File: config.mk
export PLATFORM = sky130hd
export DESIGN_NAME = csa_final_adder
export DESIGN_NICKNAME = d
export VERILOG_FILES = /design/src/rtl/csa_final_adder.sv
export SDC_FILE = /design/constraint.sdc
export NUM_CORES = 1
export LEC_CHECK = 0
export ABC_AREA = 1
export BUFFER_PORTS_ARGS = -buffer_cell sky130_fd_sc_hd__clkbuf_2
export CELL_PAD_IN_SITES_DETAIL_PLACEMENT = 1
export CELL_PAD_IN_SITES_GLOBAL_PLACEMENT = 1
export CORE_ASPECT_RATIO = 0.9
export CORE_UTILIZATION = 35
export CTS_CLUSTER_SIZE = 20
export DETAILED_ROUTE_END_ITERATION = 10
export GPL_TIMING_DRIVEN = 0
export PLACE_DENSITY_LB_ADDON = 0.3
export SLEW_MARGIN = 20
export SYNTH_ARGS = -nofsm -noshare
export SYNTH_HDL_FRONTEND = slang
export SYNTH_SLANG_ARGS = --single-unit
File: constraint.sdc
create_clock -name clk -period 2.7 [get_ports clk]
set_input_delay 0.27 -clock clk [delete_from_list [all_inputs] [get_ports clk]]
set_output_delay 0.27 -clock clk [all_outputs]
set_load 0.03 [all_outputs]
File: src/rtl/csa_final_adder.sv
// Multi-cycle carry-propagate adder that resolves a CSA sum/carry vector pair into binary.
// Adds one CHUNK-bit slice per cycle, rippling the slice carry through a register.
module csa_final_adder #(
    parameter int unsigned W     = 64,
    parameter int unsigned CHUNK = 16
) (
    input  logic         clk,
    input  logic         rst,
    input  logic         in_valid,
    output logic         in_ready,
    input  logic [W-1:0] u,
    input  logic [W-1:0] v,
    output logic         out_valid,
    input  logic         out_ready,
    output logic [W-1:0] sum,
    output logic         cout
);

    localparam int unsigned CHUNK_NZ = (CHUNK == 0) ? 1 : CHUNK;
    localparam int unsigned NCH      = W / CHUNK_NZ;
    localparam int unsigned CW       = (NCH > 1) ? $clog2(NCH) : 1;

    localparam logic [CW-1:0] LAST_IDX = CW'(NCH - 1);

    localparam logic [1:0] ST_IDLE = 2'd0;
    localparam logic [1:0] ST_ADD  = 2'd1;
    localparam logic [1:0] ST_DONE = 2'd2;

    if ((CHUNK < 1) || (CHUNK > W) || ((W % CHUNK_NZ) != 0)) begin : g_bad_params
        $error("csa_final_adder: CHUNK must divide W and satisfy 1 <= CHUNK <= W");
    end

    logic [1:0]    state_q, state_d;
    logic [W-1:0]  u_q, u_d;
    logic [W-1:0]  v_q, v_d;
    logic          carry_q, carry_d;
    logic [CW-1:0] idx_q, idx_d;
    logic [W-1:0]  sum_q, sum_d;
    logic          cout_q, cout_d;

    logic [CHUNK-1:0] u_slice;
    logic [CHUNK-1:0] v_slice;
    logic [CHUNK:0]   slice_add;

    // Decoded slice mux keeps the part-select index a compile-time constant.
    always_comb begin
        u_slice = '0;
        v_slice = '0;
        for (int j = 0; j < NCH; j++) begin
            if (idx_q == CW'(j)) begin
                u_slice = u_q[j*CHUNK +: CHUNK];
                v_slice = v_q[j*CHUNK +: CHUNK];
            end
        end
        slice_add = {1'b0, u_slice} + {1'b0, v_slice} + {{CHUNK{1'b0}}, carry_q};
    end

    always_comb begin
        state_d = state_q;
        u_d     = u_q;
        v_d     = v_q;
        carry_d = carry_q;
        idx_d   = idx_q;
        sum_d   = sum_q;
        cout_d  = cout_q;
        case (state_q)
            ST_IDLE: begin
                if (in_valid) begin
                    u_d     = u;
                    v_d     = v;
                    carry_d = 1'b0;
                    idx_d   = '0;
                    state_d = ST_ADD;
                end
            end
            ST_ADD: begin
                for (int j = 0; j < NCH; j++) begin
                    if (idx_q == CW'(j)) begin
                        sum_d[j*CHUNK +: CHUNK] = slice_add[CHUNK-1:0];
                    end
                end
                carry_d = slice_add[CHUNK];
                idx_d   = idx_q + 1'b1;
                if (idx_q == LAST_IDX) begin
                    cout_d  = slice_add[CHUNK];
                    state_d = ST_DONE;
                end
            end
            ST_DONE: begin
                if (out_ready) begin
                    state_d = ST_IDLE;
                end
            end
            default: begin
                state_d = ST_IDLE;
            end
        endcase
    end

    always_ff @(posedge clk) begin
        if (rst) begin
            state_q <= ST_IDLE;
            u_q     <= '0;
            v_q     <= '0;
            carry_q <= 1'b0;
            idx_q   <= '0;
            sum_q   <= '0;
            cout_q  <= 1'b0;
        end else begin
            state_q <= state_d;
            u_q     <= u_d;
            v_q     <= v_d;
            carry_q <= carry_d;
            idx_q   <= idx_d;
            sum_q   <= sum_d;
            cout_q  <= cout_d;
        end
    end

    // Handshake outputs depend on state only.
    assign in_ready  = (state_q == ST_IDLE);
    assign out_valid = (state_q == ST_DONE);
    assign sum       = sum_q;
    assign cout      = cout_q;

endmodule

After elaboration in Yosys (flattened, before gate mapping)

Cells that the tools add are included.

Bits in registers: 198
Output and inout bits: 67
Logic and storage cells: 47

Add/subtract/negate cells: 3
Equal/unequal tests: 8
Multiplexer cells: 16
Reduce and logical (&&, ||, !) cells: 10

Operator list:

| operator                                                         | number |
|---|---|
| 16-bit 2-to-1 mux                                                | 8 |
| 16-bit by 16-bit adder with 17-bit output                        | 1 |
| 17-bit by 1-bit adder with 17-bit output                         | 1 |
| 2-bit AND reduction                                              | 6 |
| 2-bit 2-to-1 mux                                                 | 4 |
| 2-bit == test (second input constant)                            | 3 |
| 2-bit one-hot mux with 3 select lines                            | 1 |
| 2-bit by 1-bit == test with 1-bit output (second input constant) | 2 |
| 2-bit zero test                                                  | 2 |
| 2-bit != test (second input constant)                            | 2 |
| 2-bit one-hot mux with 2 select lines                            | 1 |
| 3-bit AND reduction                                              | 1 |
| 2-bit by 1-bit adder with 2-bit output (second input constant)   | 1 |
| 2-bit by 1-bit != test with 1-bit output (second input constant) | 1 |
| 1-bit one-hot mux with 2 select lines                            | 1 |
| 2-bit nonzero test                                               | 1 |
| 1-bit 2-to-1 mux                                                 | 1 |

Depth between registers and ports, before layout

Gate-level depths: netlist of run 1.

Depth after elaboration: 8
Gate-level depth with buffers: 24
Mapped depth without buffers: 22

Least setup slack after synthesis of run 1

OpenSTA, ideal clock, no wires.

Kind: register -> register
Start point: register idx_q[1]
End point: register sum_q[24] (netlist: sum[24])
Arrival time: 2.914 ns
Required time: 2.644 ns
Path slack: -0.270 ns
Stages on the path, launching flop included: 21
Path buffers: 2
Period minus slack after synthesis: 2.970 ns
Path through: dfxtp_1 > inv_1 > ha_1 > buf_2 > inv_2 > nand2_1 > inv_2 > buf_2 > a22oi_1 > o21ai_0 > o21ai_0 > fa_1 > fa_1 > inv_1 > nand3_1 > nand3_1 > nand2_1 > nand2_1 > xor2_2 > o21bai_1 > inv_1

Cells in the longest elaborated chain, start to end: 7
Elaborated cells on any way between the ends: 15
Classes of those cells: add/sub (2); eq/ne (3); mux (8); reduce/logical (2)

Ends and longest elaborated chain:

| element                                   | RTL line | text |
|---|---|---|
| from (decl)                               | 37       | `logic [CW-1:0] idx_q, idx_d;` |
| from (signal assigned)                    | 114      | `idx_q <= idx_d;` |
| 2-bit zero test                           | 50       | `if (idx_q == CW'(j)) begin` |
| 16-bit 2-to-1 mux (4 in series)           | 50       |  |
| 16-bit by 16-bit adder with 17-bit output | 55       | `slice_add = {1'b0, u_slice} + {1'b0, v_slice} + {{CHUNK{1'b0}}, carry_q};` |
| 17-bit by 1-bit adder with 17-bit output  | 55       |  |
| to (signal assigned)                      | 115      | `sum_q <= sum_d;` |
| to (decl)                                 | 38       | `logic [W-1:0] sum_q, sum_d;` |

Parallel ways exist; a longest one is shown, timed or not.
A chain may end at the register's enable or synchronous reset.

Final worst setup path of run 1

Start point: register idx_q[1]
End point: register sum_q[44] (netlist: sum[44])

Same word-level chain as after synthesis.

==> results.yml, run 1 <==
sta:
  worst_slew_pin_slew_ns: 0.599
  layout_setup_ws_ns: -0.240
  max_freq_mhz: 340
  rsz0062_at_grt: "true"
  period_share_pct: 109
  finalSetupTns_ns: -6.24
  relSlewSlack_pct: 60.1
  skew_ns: 0.0189
  hold_viol_final: 0
  min_period_ns: 2.94
  finalMaxSlewViolations: 0
  setup_viol: 48
routing:
  dr.pass1.iters: 5
  wirelength_um: 35600
  vias_per_cell: 5.10
  vias: 9544
  drcViolationCount: 0
  routedWlPerCell_um: 19.0
  antenna_left: 0
  first_iter_violations: 597
setup_path:
  cp-start-kind: "flop"
  crit_arrival_ns: 3.30
  worstPathRequired_ns: 3.06
  cp-end-kind: "flop"
  crit_chain: "buf_4 > ha_2 > buf_8 > clkbuf_16 > o21ai_4 > o21ai_2 > fa_2 > fa_2 > inv_2 > nand3_2 > nand3_4 > nand3_2 > nand4_1 > nand3_1 > nand2_1 > inv_1"
  r2r-start: "idx_q[1]"
  slowest_stage: "fa_2"
  crit_fanout: 10
  r2r_end: "sum[44]"
  cpPeakStageDelay_ns: 0.40
  worstRegToRegCells: 16
  r2r_slack_ns: -0.24
  worst-setup-path-type: "reg2reg"
global_routing:
  grt_util_all_layers_pct: 27.1
  grt-ovfl-total: 0
  grt_first_pass_wirelength_um: 54200
  grt_pass1_vias: 9819
  antenna_found_initial: 0
  grt_start_max_net_pins: 22
job:
  cap_violations: 0
yosys:
  synth.area.top_cells: "dfxtp_1 44%, nor2_1 12%, nand2_1 5.8%"
  synth_area_leader_cell: "dfxtp_1"
  syn_nets: 1416
  synth_cells: 1263
  synth.top_cell.area_share_pct: 43.6
  seq_area_frac_synth_pct: 43.6
  synth_warnings: 0
  synth_cell_types: 32
  ys_ff_latch: 198
  synth_area_per_cell_um2: 7.20
  synthesis.area_um2: 9090
pwr:
  internal_power_w: 0.00526
  switching_share_pct: 35.3
  ir_worst_vdd_v: 0.000413
  switchingPower_w: 0.00287
  p_per_area_nw_per_um2: 643
  p_leak_nw: 6.07
  clockPowerShare_pct: 32.5
  p_comb_share_pct: 27.3
  seqPwrFrac_pct: 40.3
final_layout:
  fill_cells: 3178
  area_growth_pct: 39.0
  nets: 1670
  layout_common_cells: "286 x nor2_1, 198 x clkbuf_2, 196 x dfxtp_1, 102 x nand2_1, 96 x inv_1"
  layout_commonest_cell: "nor2_1"
  drive_above_1_share_pct: 33.7
  antenna_cells: 0
  final_area_um2: 12600
status:
  status: "complete, but fails checks"
  violations: "negative setup slack"
clock_tree:
  clk_latency_ns: 0.46
  numCtsBuffers: 17
  clkSlewWorstSetupHoldPaths_ns: 0.09
  cts_max_level: 4
  cts_tree: "yes"
  numClockSinks: 198
  cts_root_buffer: "clkbuf_16"
  cts_max_path_buffers: 2
placed_design:
  dp_hpwl_um: 25000
  place_area_um2: 10600
  gp_congestion: 0.862
  place_ws_ns: -0.757
  numPortBuffers: 198
die:
  core_um2: 25300
  fp-row-count: 55
  start_util_pct: 35.9
  dieArea_um2: 26600
  die_w_um: 172
  io_pins: 199
  dieHeight_um: 155
min_path:
  hold_path_startpoint: "v[8]"
  hold_end: "v_q[8]"
  hold_class: "in2reg"
  whs_path_depth: 3
flip-flops by register name, indices dropped and copies added (netlist names):
| register | flops |
|---|---|
| carry_q | 1 |
| cout | 1 |
| idx_q | 2 |
| state_q | 2 |
| sum | 64 |
| u_q | 64 |
| v_q | 64 |
worst max-delay path: cells and delay by family, from the launching register on:
| family | cells | cell delay (ns) |
|---|---|---|
| flops | 1 | 0.34 |
| fa+ha+maj | 3 | 0.97 |
| compound gates | 2 | 0.25 |
| simple gates | 6 | 0.70 |
| buf+inv | 5 | 0.56 |
kinds of logic after synthesis:
| group | count (synthesis) | share of synthesized area, % |
|---|---|---|
| AND/OR/NAND/NOR | 491 | 21.4 |
| AO/OA/AOI/OAI | 347 | 21.8 |
| XOR/XNOR | 6 | 0.743 |
| adder cells (fa/ha/maj) | 21 | 3.05 |
| buffers and inverters | 200 | 9.37 |
| flip-flops | 198 | 43.6 |
power groups by stage:
stage / clock, W / combinational [W] / sequential (W)
2_1_floorplan: 0 / 0.000950 / 0.00337
3_3_place_gp: 0 / 0.00156 / 0.00332
3_5_place_dp: 0 / 0.00159 / 0.00332
4_1_cts: 0.00267 / 0.00207 / 0.00327
5_1_grt: 0.00279 / 0.00239 / 0.00330
6_report: 0.00264 / 0.00222 / 0.00327
worst max path at each step:
stage / start / to / depth (start not counted)
finish: idx_q[1] / sum[44] / 16
global route: idx_q[1] / sum[44] / 19
CTS: idx_q[1] / sum[56] / 19
floorplan: idx_q[1] / sum[24] / 20
detailed placement: idx_q[1] / sum[20] / 18
global placement: idx_q[1] / sum[36] / 18
synthesized netlist by cell type:
master,n
o21bai_1,18
nor3_1,3
xnor2_1,1
o21ai_0,86
o21a_1,34
o211ai_1,4
buf_6,4
a22oi_1,28
ha_1,19
xor2_2,2
a21oi_1,62
buf_4,8
xor2_1,3
buf_2,33
nand4_1,2
dfxtp_1,198
nor2_1,289
o21ai_1,105
clkbuf_1,33
nand2_2,4
nor2_2,5
nand2_1,141
inv_1,102
a21o_1,4
a211oi_2,1
nor2_8,1
buf_1,3
inv_2,17
fa_1,2
nand3_1,45
a22o_1,5
and2_1,1
layer usage:
metal,global-route usage [%],part of all wire [%],wire length [um]
met1,34.3,44,15700
met2,46.0,48,17100
met3,5.65,5.8,2080
met4,8.47,2.1,748
met5,0,0,0
per-stage QoR:
step,std cells,hold slack [ns],util (%),total power (W)
6_report,1872,0.0427,49.9,0.00814
5_1_grt,1872,0.0648,49.9,0.00848
4_1_cts,1870,0.0328,49.0,0.00800
3_5_place_dp,1803,0.457,41.7,0.00492
3_3_place_gp,1803,0.445,41.7,0.00487
2_1_floorplan,1263,0.332,-,0.00432
repair_timing:
item | CTS | global route
hold buffers | 0 | 0
pin swaps | 47 | 38
setup endpoints to repair | 62 | 60
cloned | 2 | 0
buffers inserted | 35 | 6
resized for setup | 213 | 58
area by class of cell:
| type | instances | area [um2] | area share (%) |
|---|---|---|---|
| multi-input cells | 865 | 5250 | 41.5 |
| flip-flops and latches | 198 | 3970 | 31.4 |
| repair buffers | 239 | 1380 | 10.9 |
| plain buffers | 77 | 557 | 4.40 |
| inverters | 119 | 464 | 3.67 |
| well taps | 342 | 428 | 3.38 |
| clock buffers | 17 | 425 | 3.36 |
| clock inverters | 15 | 173 | 1.37 |
(Power assumes the default switching activity.)
==> run 2, diff against run 1 <==
--- a/config.mk
+++ b/config.mk
@@ -6,11 +6,12 @@
 export NUM_CORES = 1
 export LEC_CHECK = 0
 export ABC_AREA = 1
+export ABC_CLOCK_PERIOD_IN_PS = 2700
 export BUFFER_PORTS_ARGS = -buffer_cell sky130_fd_sc_hd__clkbuf_2
 export CELL_PAD_IN_SITES_DETAIL_PLACEMENT = 1
 export CELL_PAD_IN_SITES_GLOBAL_PLACEMENT = 1
 export CORE_ASPECT_RATIO = 0.9
-export CORE_UTILIZATION = 35
+export CORE_UTILIZATION = 34
 export CTS_CLUSTER_SIZE = 20
 export DETAILED_ROUTE_END_ITERATION = 10
 export GPL_TIMING_DRIVEN = 0
==> results.yml, run 2 (same netlist as run 1, synthesis figures left out) <==
placed_design:
  place_ws_ns: -0.773
  numPortBuffers: 198
  dp.cells: 1809
  dp_hpwl_um: 24900
  gp_congestion: 0.823
sta:
  rsz0062_at_grt: "true"
  finalSetupTns_ns: -6.62
  relSlewSlack_pct: 60.4
  worst_slew_pin_slew_ns: 0.594
  min_period_ns: 2.96
  whs_ns: 0.0501
  setup_viol: 50
  layout_setup_ws_ns: -0.265
  period_share_pct: 110
  hold_viol_final: 0
  max_freq_mhz: 337
  finalMaxSlewViolations: 0
  skew_ns: 0.0150
routing:
  met2_length_um: 16500
  routedWlPerCell_um: 18.6
  drt-met1-wl_um: 15800
  wirelength_um: 34700
  vias: 9357
  antenna_left: 0
  dr.pass1.iters: 7
  first_iter_violations: 533
  dr_wl_met3_um: 1760
  vias_per_cell: 5.02
  drcViolationCount: 0
  top_layer: "met4"
clock_tree:
  cts_root_buffer: "clkbuf_16"
  cts_max_path_buffers: 2
  clk_latency_ns: 0.45
  cts_max_level: 4
  numClockSinks: 198
  cts_tree: "yes"
  numCtsBuffers: 17
  clkSlewWorstSetupHoldPaths_ns: 0.09
setup_path:
  critical-path-top-delay-family: "compound AO/OA/AOI/OAI gates"
  crit_arrival_ns: 3.32
  worstPathRequired_ns: 3.05
  crit_top_cell: "nand2_4"
  r2r_end: "sum[15]"
  endpoint: "sum[15]"
  crit_fanout: 5
  cpPeakStageDelay_ns: 0.37
  cp.depth: 22
  startpoint: "idx_q[1]"
  path_buf_inv: 8
  worst-setup-path-type: "reg2reg"
  crit_chain: "inv_4 > ha_4 > inv_4 > nand2_4 > inv_8 > buf_8 > buf_6 > buf_6 > a22oi_2 > o21ai_2 > o21a_1 > ha_4 > nand2_4 > inv_4 > nand2_2 > nand2_4 > a21oi_4 > nand2_4 > nand2_4 > nand3_2 > nand2_1 > inv_1"
  worstRegToRegCells: 22
  r2r_slack_ns: -0.26
  cp-end-kind: "flop"
  r2r-start: "idx_q[1]"
  slowest_stage: "dfxtp_4"
  cp-start-kind: "flop"
final_layout:
  nets: 1655
  multi_input_area_um2: 5400
  fill_cells: 3283
  final_cells: 1863
  antenna_cells: 0
  layout_commonest_cell: "nor2_1"
  layout_common_cells: "285 x nor2_1, 200 x clkbuf_2, 196 x dfxtp_1, 94 x o21ai_1, 94 x inv_1"
  drive_above_1_share_pct: 34.0
  seqCellArea_um2: 3970
  area_growth_pct: 38.1
global_routing:
  grt-ovfl-total: 0
  grt_first_pass_wirelength_um: 51400
  grt_start_max_net_pins: 21
  grt_util_all_layers_pct: 24.6
  antenna_found_initial: 0
  grt_pass1_vias: 9312
status:
  status: "complete, but fails checks"
  violations: "negative setup slack"
die:
  die_w_um: 174
  dieHeight_um: 157
  start_util_pct: 34.8
  io_pins: 199
  dieArea_um2: 27400
  fp-row-count: 56
  core_um2: 26100
pwr:
  p_per_area_nw_per_um2: 647
  power_w: 0.00813
  p_leak_nw: 6.05
  ir_worst_vdd_v: 0.000454
job:
  cap_violations: 0
min_path:
  hold_class: "in2reg"
==> run 2: cell types whose count changed in the layout (fill, tap and decap cells not counted), sizes merged <==
cell,before,now
buf,88,71
clkbuf,245,248
clkinvlp,1,0
clkinv,6,7
bufinv,0,1
inv,127,125
==> run 2: where the power goes <==
part / internal, W / switching [W]
combinational: 0.000840 / 0.00135
sequential: 0.00313 / 0.000137
clock: 0.00133 / 0.00134
total: 0.00531 / 0.00282
==> run 2: worst min-delay path by stage <==
| stage | startpoint | endpoint | cells past startpoint |
|---|---|---|---|
| after CTS | v[8] | v_q[8] | 3 |
| after global placement | v_q[33] | v_q[33] | 2 |
| final | v[8] | v_q[8] | 3 |
| after global routing | u[47] | u_q[47] | 3 |
| after floorplan | rst | idx_q[1] | 1 |
| after detailed placement | v_q[33] | v_q[33] | 2 |
==> run 2: final cells by class <==
cell class	count	share of cell area, %
multi-input combinational	865	43.0
sequential	198	31.6
timing repair buffer	222	9.48
buffer	79	3.87
inverter	119	3.72
tap	348	3.47
clock buffer	18	3.42
clock inverter	14	1.42
==> run 2: timing repair <==
item,4_1_cts,5_1_grt
setup buffers,17,7
hold buffers,0,0
endpoints found under the setup margin,62,58
gates resized for setup,163,120
pin swaps,31,54
==> run 2: stage by stage <==
step	area [um2]	utilization, %
global route	12600	48.0
finish	12600	48.0
floorplan	9150	-
CTS	12000	45.9
detailed placement	10600	40.5
global placement	10600	40.5
==> run 2: routing by layer <==
metal	up-vias	global-route usage (%)
met5	-	0
met4	0	6.56
met3	45	5.17
met2	254	41.6
met1	4495	31.8
li1	4563	-
==> run 2: worst reg2reg max path, delay by kind of cell, from the launching register on <==
kind                     cells  cell delay, ns
AO/OA/AOI/OAI                4            0.72
AND/OR/NAND/NOR              8            0.70
buffers and inverters        8            0.61
adder cells (fa/ha/maj)      2            0.47
flip-flops                   1            0.37
